### src/rtl/i2c_pkg.sv
// Shared definitions for the I2C master register window and engine.
package i2c_pkg;

    typedef enum logic [2:0] {
        ST_IDLE,
        ST_START,
        ST_DATA,
        ST_ACK,
        ST_STOP
    } i2c_state_e;

    // Control word bit positions
    localparam int unsigned CTRL_START   = 0;
    localparam int unsigned CTRL_STOP    = 1;
    localparam int unsigned CTRL_READ    = 2;
    localparam int unsigned CTRL_NACK_TX = 3;
    localparam int unsigned CTRL_GO      = 8;

    // Status word bit positions
    localparam int unsigned STAT_BUSY = 0;
    localparam int unsigned STAT_DONE = 1;
    localparam int unsigned STAT_NACK = 2;
    localparam int unsigned STAT_HELD = 3;

    // Register word addresses of the window
    localparam logic [7:0] ADDR_TXDATA = 8'd60;
    localparam logic [7:0] ADDR_CTRL   = 8'd61;
    localparam logic [7:0] ADDR_STATUS = 8'd62;
    localparam logic [7:0] ADDR_RXDATA = 8'd63;

endpackage

### src/rtl/i2c_quarter_timer.sv
// Quarter-period sequencer: CLK_DIV clocks per quarter, four quarters per step.
// Optional I2C_CLK_STRETCH_EN holds Q1 while a slave keeps SCL low.
module i2c_quarter_timer #(
    parameter int unsigned CLK_DIV = 125
) (
    input  logic       clk,
    input  logic       rst,
    input  logic       run,
    input  logic       scl_i,
    output logic [1:0] quarter,
    output logic       q_last,
    output logic       step_done
);

    localparam int unsigned CW = (CLK_DIV > 2) ? $clog2(CLK_DIV) : 1;
    localparam logic [CW-1:0] LAST = CW'(CLK_DIV - 1);

    logic [CW-1:0] cnt_q;
    logic [1:0]    quarter_q;
    logic          advance;

`ifdef I2C_CLK_STRETCH_EN
    // Counting in Q1 only begins once SCL is actually seen high
    assign advance = run && !((quarter_q == 2'd1) && !scl_i);
`else
    logic unused_scl;
    assign unused_scl = scl_i;
    assign advance    = run;
`endif

    assign quarter   = quarter_q;
    assign q_last    = advance && (cnt_q == LAST);
    assign step_done = q_last && (quarter_q == 2'd3);

    // Quarter and in-quarter counters; cleared whenever the engine is idle
    always_ff @(posedge clk or posedge rst) begin
        if (rst) begin
            cnt_q     <= '0;
            quarter_q <= '0;
        end else if (!run) begin
            cnt_q     <= '0;
            quarter_q <= '0;
        end else if (advance) begin
            if (cnt_q == LAST) begin
                cnt_q     <= '0;
                quarter_q <= quarter_q + 2'd1;
            end else begin
                cnt_q <= cnt_q + CW'(1);
            end
        end
    end

endmodule

### src/rtl/i2c_master_ctrl.sv
// Byte-level I2C master: START / 8-bit transfer / ACK / STOP on open-drain SCL/SDA.
// Define I2C_CLK_STRETCH_EN to honour slave clock stretching in Q1.
module i2c_master_ctrl
    import i2c_pkg::*;
#(
    parameter int unsigned CLK_DIV = 125
) (
    input  logic        clk,
    input  logic        rst,
    input  logic        we_data,
    input  logic        we_ctrl,
    input  logic [31:0] wdata,
    output logic [31:0] status,
    output logic [7:0]  rx_data,
    output logic        scl_oe,
    output logic        sda_oe,
    input  logic        sda_i,
    input  logic        scl_i
);

    i2c_state_e state_q, state_d;
    logic [2:0] bit_q, bit_d;
    logic [7:0] tx_q, tx_d, rxsh_q, rxsh_d, rx_q, rx_d;
    logic       stop_q, stop_d, read_q, read_d, nacktx_q, nacktx_d;
    logic       busy_q, busy_d, done_q, done_d, nack_q, nack_d, held_q, held_d;
    logic       scl_q, scl_d, sda_q, sda_d;
    logic [1:0] quarter, q_nxt;
    logic       q_last, step_done;
    logic       unused_wdata;

    assign unused_wdata = ^wdata[31:9];

    i2c_quarter_timer #(.CLK_DIV(CLK_DIV)) u_timer (
        .clk       (clk),
        .rst       (rst),
        .run       (state_q != ST_IDLE),
        .scl_i     (scl_i),
        .quarter   (quarter),
        .q_last    (q_last),
        .step_done (step_done)
    );

    // State and datapath registers, including registered bus drivers
    always_ff @(posedge clk or posedge rst) begin
        if (rst) begin
            state_q  <= ST_IDLE;
            bit_q    <= '0;
            tx_q     <= '0;
            rxsh_q   <= '0;
            rx_q     <= '0;
            stop_q   <= 1'b0;
            read_q   <= 1'b0;
            nacktx_q <= 1'b0;
            busy_q   <= 1'b0;
            done_q   <= 1'b0;
            nack_q   <= 1'b0;
            held_q   <= 1'b0;
            scl_q    <= 1'b0;
            sda_q    <= 1'b0;
        end else begin
            state_q  <= state_d;
            bit_q    <= bit_d;
            tx_q     <= tx_d;
            rxsh_q   <= rxsh_d;
            rx_q     <= rx_d;
            stop_q   <= stop_d;
            read_q   <= read_d;
            nacktx_q <= nacktx_d;
            busy_q   <= busy_d;
            done_q   <= done_d;
            nack_q   <= nack_d;
            held_q   <= held_d;
            scl_q    <= scl_d;
            sda_q    <= sda_d;
        end
    end

    // Next-state logic; bus levels are derived from the upcoming state/quarter
    // so the registered outputs change on the first clock of each quarter
    always_comb begin
        state_d  = state_q;
        bit_d    = bit_q;
        tx_d     = tx_q;
        rxsh_d   = rxsh_q;
        rx_d     = rx_q;
        stop_d   = stop_q;
        read_d   = read_q;
        nacktx_d = nacktx_q;
        busy_d   = busy_q;
        done_d   = done_q;
        nack_d   = nack_q;
        held_d   = held_q;
        scl_d    = scl_q;
        sda_d    = sda_q;

        q_nxt = quarter;
        if (step_done) begin
            q_nxt = 2'd0;
        end else if (q_last) begin
            q_nxt = quarter + 2'd1;
        end

        if (we_data && !busy_q) begin
            tx_d = wdata[7:0];
        end

        case (state_q)
            ST_IDLE: begin
                if (we_ctrl && wdata[CTRL_GO]) begin
                    stop_d   = wdata[CTRL_STOP];
                    read_d   = wdata[CTRL_READ];
                    nacktx_d = wdata[CTRL_NACK_TX];
                    busy_d   = 1'b1;
                    done_d   = 1'b0;
                    nack_d   = 1'b0;
                    bit_d    = 3'd7;
                    state_d  = wdata[CTRL_START] ? ST_START : ST_DATA;
                end
            end
            ST_START: begin
                if (step_done) begin
                    held_d  = 1'b1;
                    state_d = ST_DATA;
                end
            end
            ST_DATA: begin
                if (q_last && (quarter == 2'd1)) begin
                    rxsh_d = {rxsh_q[6:0], sda_i};
                end
                if (step_done) begin
                    if (bit_q == 3'd0) begin
                        state_d = ST_ACK;
                        if (read_q) begin
                            rx_d = rxsh_d;
                        end
                    end else begin
                        bit_d = bit_q - 3'd1;
                    end
                end
            end
            ST_ACK: begin
                if (q_last && (quarter == 2'd1) && !read_q) begin
                    nack_d = sda_i;
                end
                if (step_done) begin
                    if (stop_q) begin
                        state_d = ST_STOP;
                    end else begin
                        state_d = ST_IDLE;
                        busy_d  = 1'b0;
                        done_d  = 1'b1;
                    end
                end
            end
            ST_STOP: begin
                if (step_done) begin
                    held_d  = 1'b0;
                    state_d = ST_IDLE;
                    busy_d  = 1'b0;
                    done_d  = 1'b1;
                end
            end
            default: state_d = ST_IDLE;
        endcase

        case (state_d)
            ST_IDLE: begin
                scl_d = held_d;
                if (!held_d) begin
                    sda_d = 1'b0;
                end
            end
            ST_START: begin
                scl_d = (q_nxt == 2'd0) || (q_nxt == 2'd3);
                sda_d = (q_nxt >= 2'd2);
            end
            ST_DATA: begin
                scl_d = (q_nxt == 2'd0) || (q_nxt == 2'd3);
                sda_d = read_d ? 1'b0 : ~tx_d[bit_d];
            end
            ST_ACK: begin
                scl_d = (q_nxt == 2'd0) || (q_nxt == 2'd3);
                sda_d = read_d ? ~nacktx_d : 1'b0;
            end
            ST_STOP: begin
                scl_d = (q_nxt == 2'd0);
                sda_d = (q_nxt <= 2'd1);
            end
            default: begin
                scl_d = 1'b0;
                sda_d = 1'b0;
            end
        endcase
    end

    // Status word and read-back values
    always_comb begin
        status            = '0;
        status[STAT_BUSY] = busy_q;
        status[STAT_DONE] = done_q;
        status[STAT_NACK] = nack_q;
        status[STAT_HELD] = held_q;
    end

    assign rx_data = rx_q;
    assign scl_oe  = scl_q;
    assign sda_oe  = sda_q;

endmodule

### config.mk
export PLATFORM = sky130hd
export DESIGN_NAME = i2c_master_ctrl
export DESIGN_NICKNAME = d
export VERILOG_FILES = /design/src/rtl/i2c_pkg.sv /design/src/rtl/i2c_quarter_timer.sv /design/src/rtl/i2c_master_ctrl.sv
export SDC_FILE = /design/constraint.sdc
export NUM_CORES = 1
export LEC_CHECK = 0
export CAP_MARGIN = 30
export CELL_PAD_IN_SITES_DETAIL_PLACEMENT = 1
export CELL_PAD_IN_SITES_GLOBAL_PLACEMENT = 1
export CORE_MARGIN = 2
export CORE_UTILIZATION = 39
export CTS_CLUSTER_DIAMETER = 120
export DETAILED_ROUTE_END_ITERATION = 8
export HOLD_SLACK_MARGIN = 0.02
export PLACE_DENSITY_LB_ADDON = 0.1
export SYNTH_ARGS = -nofsm -noshare
export SYNTH_HDL_FRONTEND = slang
export SYNTH_SLANG_ARGS = --single-unit
### constraint.sdc
create_clock -name clk -period 3.4 [get_ports clk]
set_input_delay 0.85 -clock clk [delete_from_list [all_inputs] [get_ports clk]]
set_output_delay 0.85 -clock clk [all_outputs]
set_load 0.005 [all_outputs]
### Word-level counts from Yosys, hierarchy flattened

Index checks and enable logic that the tools add are counted.

| storage, ports and cells | value |
|---|---|
| flip-flop bits (word level) | 48 |
| input port bits | 38 |
| output and inout port bits | 42 |
| word-level logic and storage cells | 111 |

| operators by class | value |
|---|---|
| add/sub/neg operators | 3 |
| $lt $le $gt $ge | 3 |
| equality and inequality tests | 19 |
| muxes and demuxes | 47 |
| bitwise operators | 2 |
| reduce and logical (&&, ||, !) cells | 21 |

Operator list:

| cell | count |
|---|---|
| $mux 3 | 10 |
| $mux 1 | 19 |
| $mux 8 | 2 |
| $pmux 3 s5 | 1 |
| $mux 7 | 2 |
| $ne 2x2->1 const B | 7 |
| $eq 3x2->1 const B | 4 |
| $mux 2 | 5 |
| $logic_not 3->1 | 3 |
| $pmux 1 s3 | 3 |
| $add 7x1->7 const B | 1 |
| $eq 7x7->1 const B | 1 |
| $eq 3x1->1 const B | 2 |
| $eq 3x3->1 const B | 2 |
| $logic_and 1x1->1 | 6 |
| $pmux 3 s2 | 1 |
| $reduce_bool 3->1 | 2 |
| $pmux 1 s5 | 1 |
| $reduce_and 5->1 | 1 |
| $eq 2x2->1 const B | 2 |
| $lt 3x4->1 const B | 1 |
| $pmux 1 s2 | 2 |
| $reduce_and 4->1 | 1 |
| $bmux 1 s3 | 1 |
| other kinds (13) | 15 |

### Longest topological paths before layout

| logic depth | value |
|---|---|
| depth after elaboration | 10 |
| mapped depth | 10 |
| depth with buffers taken out | 10 |

### By module

A second synthesis with hierarchy kept.

| second synthesis, totals | value |
|---|---|
| cells, all modules | 269 |
| area, all modules | 2742.6 µm² |

Modules (own cells, without submodules):

| module | instances | cells each | area an instance (µm²) | seq. area each (µm²) |
|---|---|---|---|---|
| i2c_master_ctrl | 1 | 222 | 2285.9 | 975.9 |
| i2c_quarter_timer | 1 | 47 | 456.7 | 225.2 |

### Worst setup path before layout

No wires, ideal clock.

| timing | value |
|---|---|
| path kind | register -> register |
| from | register u_timer.cnt_q[0] |
| to | register sda_q (netlist: sda_oe) |
| setup time | 133 ps |
| data arrival time | 2129 ps |
| data required time | 3267 ps |
| path slack | 1138 ps |
| cell stages (with the launch flop) | 11 |
| path buffers | 0 |
| period minus slack after synthesis | 2262 ps |
| cells stage by stage | dfrtp_1 inv_1 ha_1 nand2_1 nor3_2 mux2i_1 inv_1 ha_1 or3b_1 a32oi_1 nand4_1 |

| on the way | value |
|---|---|
| cells in the longest elaborated chain, start to end | 10 |
| elaborated cells on any way between the ends | 28 |
| those cells by class | 2 x order compare; 6 x eq/ne; 16 x mux; 1 x bitwise; 3 x reduce/logical |

RTL lines:

| element | line | text |
|---|---|---|
| start: declaration | i2c_quarter_timer.sv:18 | `logic [CW-1:0] cnt_q;` |
| start signal: assignment | i2c_quarter_timer.sv:48 | `cnt_q <= cnt_q + CW'(1);` |
| $eq 7x7->1 (*) | i2c_quarter_timer.sv:32 | `assign q_last = advance && (cnt_q == LAST);` |
| $logic_and 1x1->1 (*) | i2c_quarter_timer.sv:32 |  |
| $logic_and 1x1->1 | i2c_quarter_timer.sv:33 | `assign step_done = q_last && (quarter_q == 2'd3);` |
| $mux 3 | i2c_master_ctrl.sv:130 | `if (step_done) begin` |
| $pmux 3 s2 | i2c_master_ctrl.sv:107 | `case (state_q)` |
| $bmux 1 s3 | i2c_master_ctrl.sv:179 | `sda_d = read_d ? 1'b0 : ~tx_d[bit_d];` |
| $mux 1 (not written as such) | i2c_master_ctrl.sv:179 |  |
| $not 1->1 | i2c_master_ctrl.sv:179 |  |
| $mux 1 | i2c_master_ctrl.sv:179 |  |
| $pmux 1 s5 | i2c_master_ctrl.sv:166 | `case (state_d)` |
| end signal: assignment | i2c_master_ctrl.sv:59 | `sda_q <= 1'b0;` |
| end signal: assignment | i2c_master_ctrl.sv:74 | `sda_q <= sda_d;` |
| end: declaration | i2c_master_ctrl.sv:26 | `logic scl_q, scl_d, sda_q, sda_d;` |

Mark *: on every way between the ends. The rest lies on a longest branch, timed or not. The select of a mux whose other input is x is not followed.
A chain may end at the register's enable or synchronous reset.

### Final worst setup path

| timing | value |
|---|---|
| from | register state_q[2] |
| to | register sda_q (netlist: sda_oe) |

| on the way | value |
|---|---|
| cells in the longest elaborated chain, start to end | 10 |
| elaborated cells on any way between the ends | 39 |
| those cells by class | 2 x order compare; 9 x eq/ne; 21 x mux; 2 x bitwise; 5 x reduce/logical |

RTL lines:

| element | line | text |
|---|---|---|
| start: declaration | i2c_master_ctrl.sv:21 | `i2c_state_e state_q, state_d;` |
| start signal: assignment | i2c_master_ctrl.sv:61 | `state_q <= state_d;` |
| $reduce_bool 3->1 | i2c_master_ctrl.sv:36 | `.run (state_q != ST_IDLE),` |
| $logic_and 1x1->1 | i2c_quarter_timer.sv:32 |  |
| $logic_and 1x1->1 | i2c_quarter_timer.sv:33 |  |
| $mux 3 | i2c_master_ctrl.sv:130 |  |
| $pmux 3 s2 | i2c_master_ctrl.sv:107 |  |
| $bmux 1 s3 | i2c_master_ctrl.sv:179 |  |
| $mux 1 (not written as such) | i2c_master_ctrl.sv:179 |  |
| $not 1->1 | i2c_master_ctrl.sv:179 |  |
| $mux 1 | i2c_master_ctrl.sv:179 |  |
| $pmux 1 s5 | i2c_master_ctrl.sv:166 |  |

Several ways; a longest one is shown, not always the timed one. The select of a mux whose other input is x is not followed.

==> Implementation_results.wiki <==
{| class="wikitable"
! Metric !! Value
|-
| Max-slew headroom || 0.6590
|-
| Total grt overflow || 0
|-
| Initial cell density of the core || 0.4037
|-
| Post-CTS Hold Buffers || 0
|-
| Reg-to-reg slack, setup || just under 0.9 ns
|-
| Commonest cells after routing, fill and taps aside || dfrtp_1 (48), conb_1 (28), clkdlybuf4s50_1 (27), mux2_2 (20), nor2_1 (18)
|-
| Pre-antenna DRT Iters || 4
|-
| Critical Path Max Stage Delay || about 0.63 ns
|-
| Final clock skew || approximately 0.008 ns
|-
| Die span in y || between 80 and 90 um
|-
| Leading cell type in the layout, fill and taps excluded || dfrtp_1
|-
| Minimum period implied by the final worst setup slack || around 2.5 ns
|-
| ANT cells || 0
|-
| WL/cell || 14.84 um
|-
| Distinct cell type count after synthesis || 59
|-
| Worst hold path depth || 2
|-
| Startpoint of the most critical hold path || rx_data[6]
|-
| Run status || finished clean
|-
| Leak pwr || 0.001401 uW
|-
| Buffer type at the clock tree root || clkbuf_8
|-
| Num Clock Sinks || 48
|-
| HPWL after detailed placement || 4257 um
|-
| Unrepaired setup endpoints after global routing || false
|-
| Setup violations, final || 0
|-
| Insertion delay of the later-clocked pin in the worst-skew pair || between 0.3 and 0.4 ns
|-
| Total CTS buffers || 5
|-
| Critical setup path kind || flop to flop
|-
| Cell chain of the critical path || nor3_4 > nor3_2 > mux2i_1 > inv_1 > ha_1 > or3b_1 > a32oi_1 > nand4_1
|-
| Maximum vdd drop || 0.1985 mV
|-
| Aggregate negative setup slack || 0 ns
|-
| Register bit total from synthesis || 48
|-
| Number of buffer cells added on primary ports || 27
|-
| Worst-case reg-to-reg path depth || 8
|-
| Max-cap violations || 0
|-
| Antenna violations before repair || 0
|-
| Wire length of the first global-routing pass || 9549 um
|-
| Actual slew at the worst max-slew pin || about 0.5 ns
|-
| Final wirelength || 5728 um
|-
| H-tree depth || 2
|-
| Area of the placeable core || 6832 sq um
|-
| Share of flip-flops with an asynchronous set or reset after synthesis || 1.000
|-
| Buffer depth of the longest clock path || 2
|-
| Maximum number of pins on one net before global-route repair || 22
|-
| Placement Rows || 30
|-
| Slowest cell on the critical path || dfrtp_1
|-
| Post-CTS setup buffers || 0
|-
| Capture instance of the worst register-to-register path || sda_oe
|-
| Worst Hold Class || flop to flop
|-
| Remaining antenna violation count after routing || 0
|-
| Clock tree from TritonCTS || yes
|-
| Synth Flop Type || dfrtp_1
|-
| Worst min-delay path endpoint || rx_data[6]
|-
| IO Pins || 80
|-
| Ratio of total power to cell area || 358.0 nW/um^2
|-
| Global-route usage over all layers || 0.1601
|-
| Critical R2R Launch || state_q[2]
|-
| Maximum net fanout on the critical path || 13
|-
| Setup slack after layout || between 0.8 and 0.9 ns
|-
| Clk pin slew, worst setup/hold paths || 0.09 ns
|-
| Worst hold slack || a little under 0.5 ns
|-
| CP arrival || around 2.7 ns
|-
| Total via count after detailed routing || 1,897
|-
| First-iteration detailed-routing DRC count || between 90 and 100
|-
| Area growth from synthesis to final layout || 13.61%
|-
| RePlAce Congestion || roughly 0.75
|-
| Width of the chip || 88.09 um
|-
| Via count normalized by instance count || a little under 5
|-
| Share of the yosys chip area belonging to registers || 0.4356
|-
| Achievable clock frequency || approximately 400 MHz
|-
| Area of the mapped netlist || between 2000 and 3000 sq um
|-
| Worst Setup End Kind || flop
|-
| Number of DRC violations after detailed routing || 0
|-
| Final number of hold-violating endpoints || 0
|-
| Mean instance size in the synthesized netlist || around 10 sq um
|-
| Number of instances resized during post-cts repair || 0
|-
| Worst slack at placement || ~0.64 ns
|-
| Portion of the clock cycle consumed by the worst path in the final layout || 0.7430
|-
| Total die area || 7760 sq um
|-
| Post-synth EDFFs || 0
|-
| Final Max Slew Viols || 0
|-
| Fraction of layout cells with a size suffix above 1 || 0.1448
|-
| Fin nets || 336
|-
| Synth warn || 0
|-
| Vias in the first global route || about 1,900
|-
| Required time of the critical path || ~3.6 ns
|-
| Fillcell total || between 700 and 800
|-
| Gate count of the mapped netlist || about 260
|-
| Worst Setup Start Kind || flop
|}
## Yosys cell counts (all sizes together) (3+ instances only)
| cell | instances | area share |
|---|---|---|
| ha | 9 | 0.041 |
| mux2 | 20 | 0.082 |
| mux2i | 9 | 0.033 |
| a21oi | 3 | 0.0054 |
| nor3 | 5 | 0.019 |
| inv | 12 | 0.016 |
| nor2 | 19 | 0.027 |
| xor2 | 4 | 0.013 |
| nor4b | 3 | 0.0095 |
| o221ai | 5 | 0.016 |
| nand2 | 16 | 0.023 |
| dfrtp | 48 | 0.44 |
| buf | 34 | 0.091 |
| nand3 | 6 | 0.011 |
| o21ai | 12 | 0.022 |
| nand4 | 6 | 0.019 |
| nand2b | 7 | 0.016 |
| clkbuf | 6 | 0.0082 |
## metrics by stage
| step | power, uW | util | std cells | instance area [sq um] |
|---|---|---|---|---|
| 2_1_floorplan | 670.6 | - | 291 | 2859 |
| 3_3_place_gp | 676.8 | 0.4401 | 378 | 3007 |
| 3_5_place_dp | 678.2 | 0.4401 | 378 | 3007 |
| 4_1_cts | 1141 | 0.4586 | 386 | 3133 |
| 5_1_grt | 1175 | 0.4586 | 386 | 3133 |
| 6_report | 1122 | 0.4586 | 386 | 3133 |
## routing by layer
metal / GRT usage / routed length (um) / part of all wire
met1: 0.2160 / 2767 / 0.48
met2: 0.2624 / 2711 / 0.47
met3: 0.03205 / 175 / 0.031
met4: 0.04545 / 74 / 0.013
met5: 0 / 0 / 0
## sequential cells by signal, summed over array words and instances, names as in the netlist
register,flops
done_q,1
scl_oe,1
rx_data,8
busy_q,1
held_q,1
rxsh_q,8
state_q,3
bit_q,3
stop_q,1
u_timer.quarter,2
nack_q,1
tx_q,8
u_timer.cnt_q,7
nacktx_q,1
read_q,1
sda_oe,1
## kinds of logic (layout without fill, tap and decap cells)
logic type               count (synthesis)  after routing  synth area share
AO/OA/AOI/OAI                           39             39           0.09937
XOR/XNOR                                 6              6           0.01906
adder cells (fa/ha/maj)                  9              9           0.04084
buffers and inverters                   53             52            0.1171
flip-flops                              48             48            0.4356
multiplexers                            29             29            0.1143
other                                    1             28          0.001360
AND/OR/NAND/NOR                         79             79            0.1724
## layout make-up
class / count / area, sq um / area share
Clock buffer: 7 / 96.34 / 0.03075
Clock inverter: 1 / 30.03 / 0.009585
Inverter: 13 / 50.05 / 0.01597
Multi-Input combinational cell: 190 / 1335 / 0.4261
Sequential cell: 48 / 1201 / 0.3834
Tap cell: 96 / 120.1 / 0.03834
Timing Repair Buffer: 31 / 300.3 / 0.09585
## where the power goes
group	internal (uW)	total, uW	switching, uW
Sequential	586	591	5.28
Clock	260	456	196
Combinational	36.8	74.5	37.6
## critical path: cells and delay by family, from the launching register on
kind / cells / cell delay, ns
AND/OR/NAND/NOR: 4 / 0.89
flip-flops: 1 / 0.63
multiplexers: 1 / 0.41
adder cells (fa/ha/maj): 1 / 0.19
AO/OA/AOI/OAI: 1 / 0.19
buffers and inverters: 1 / 0.09
## how the worst max path moves through the flow
| stage | end | from | depth (start not counted) | slack [ns] |
|---|---|---|---|---|
| after floorplan | sda_oe | u_timer.cnt_q[0] | 10 | 1.14 |
| after global placement | sda_oe | we_ctrl | 7 | 0.57 |
| after detailed placement | sda_oe | wdata[8] | 7 | 0.64 |
| after CTS | sda_oe | state_q[2] | 8 | 0.84 |
| after global routing | sda_oe | state_q[2] | 8 | 0.57 |
| final | sda_oe | state_q[2] | 8 | 0.87 |
Note: power is estimated with default switching activity, not from simulation.
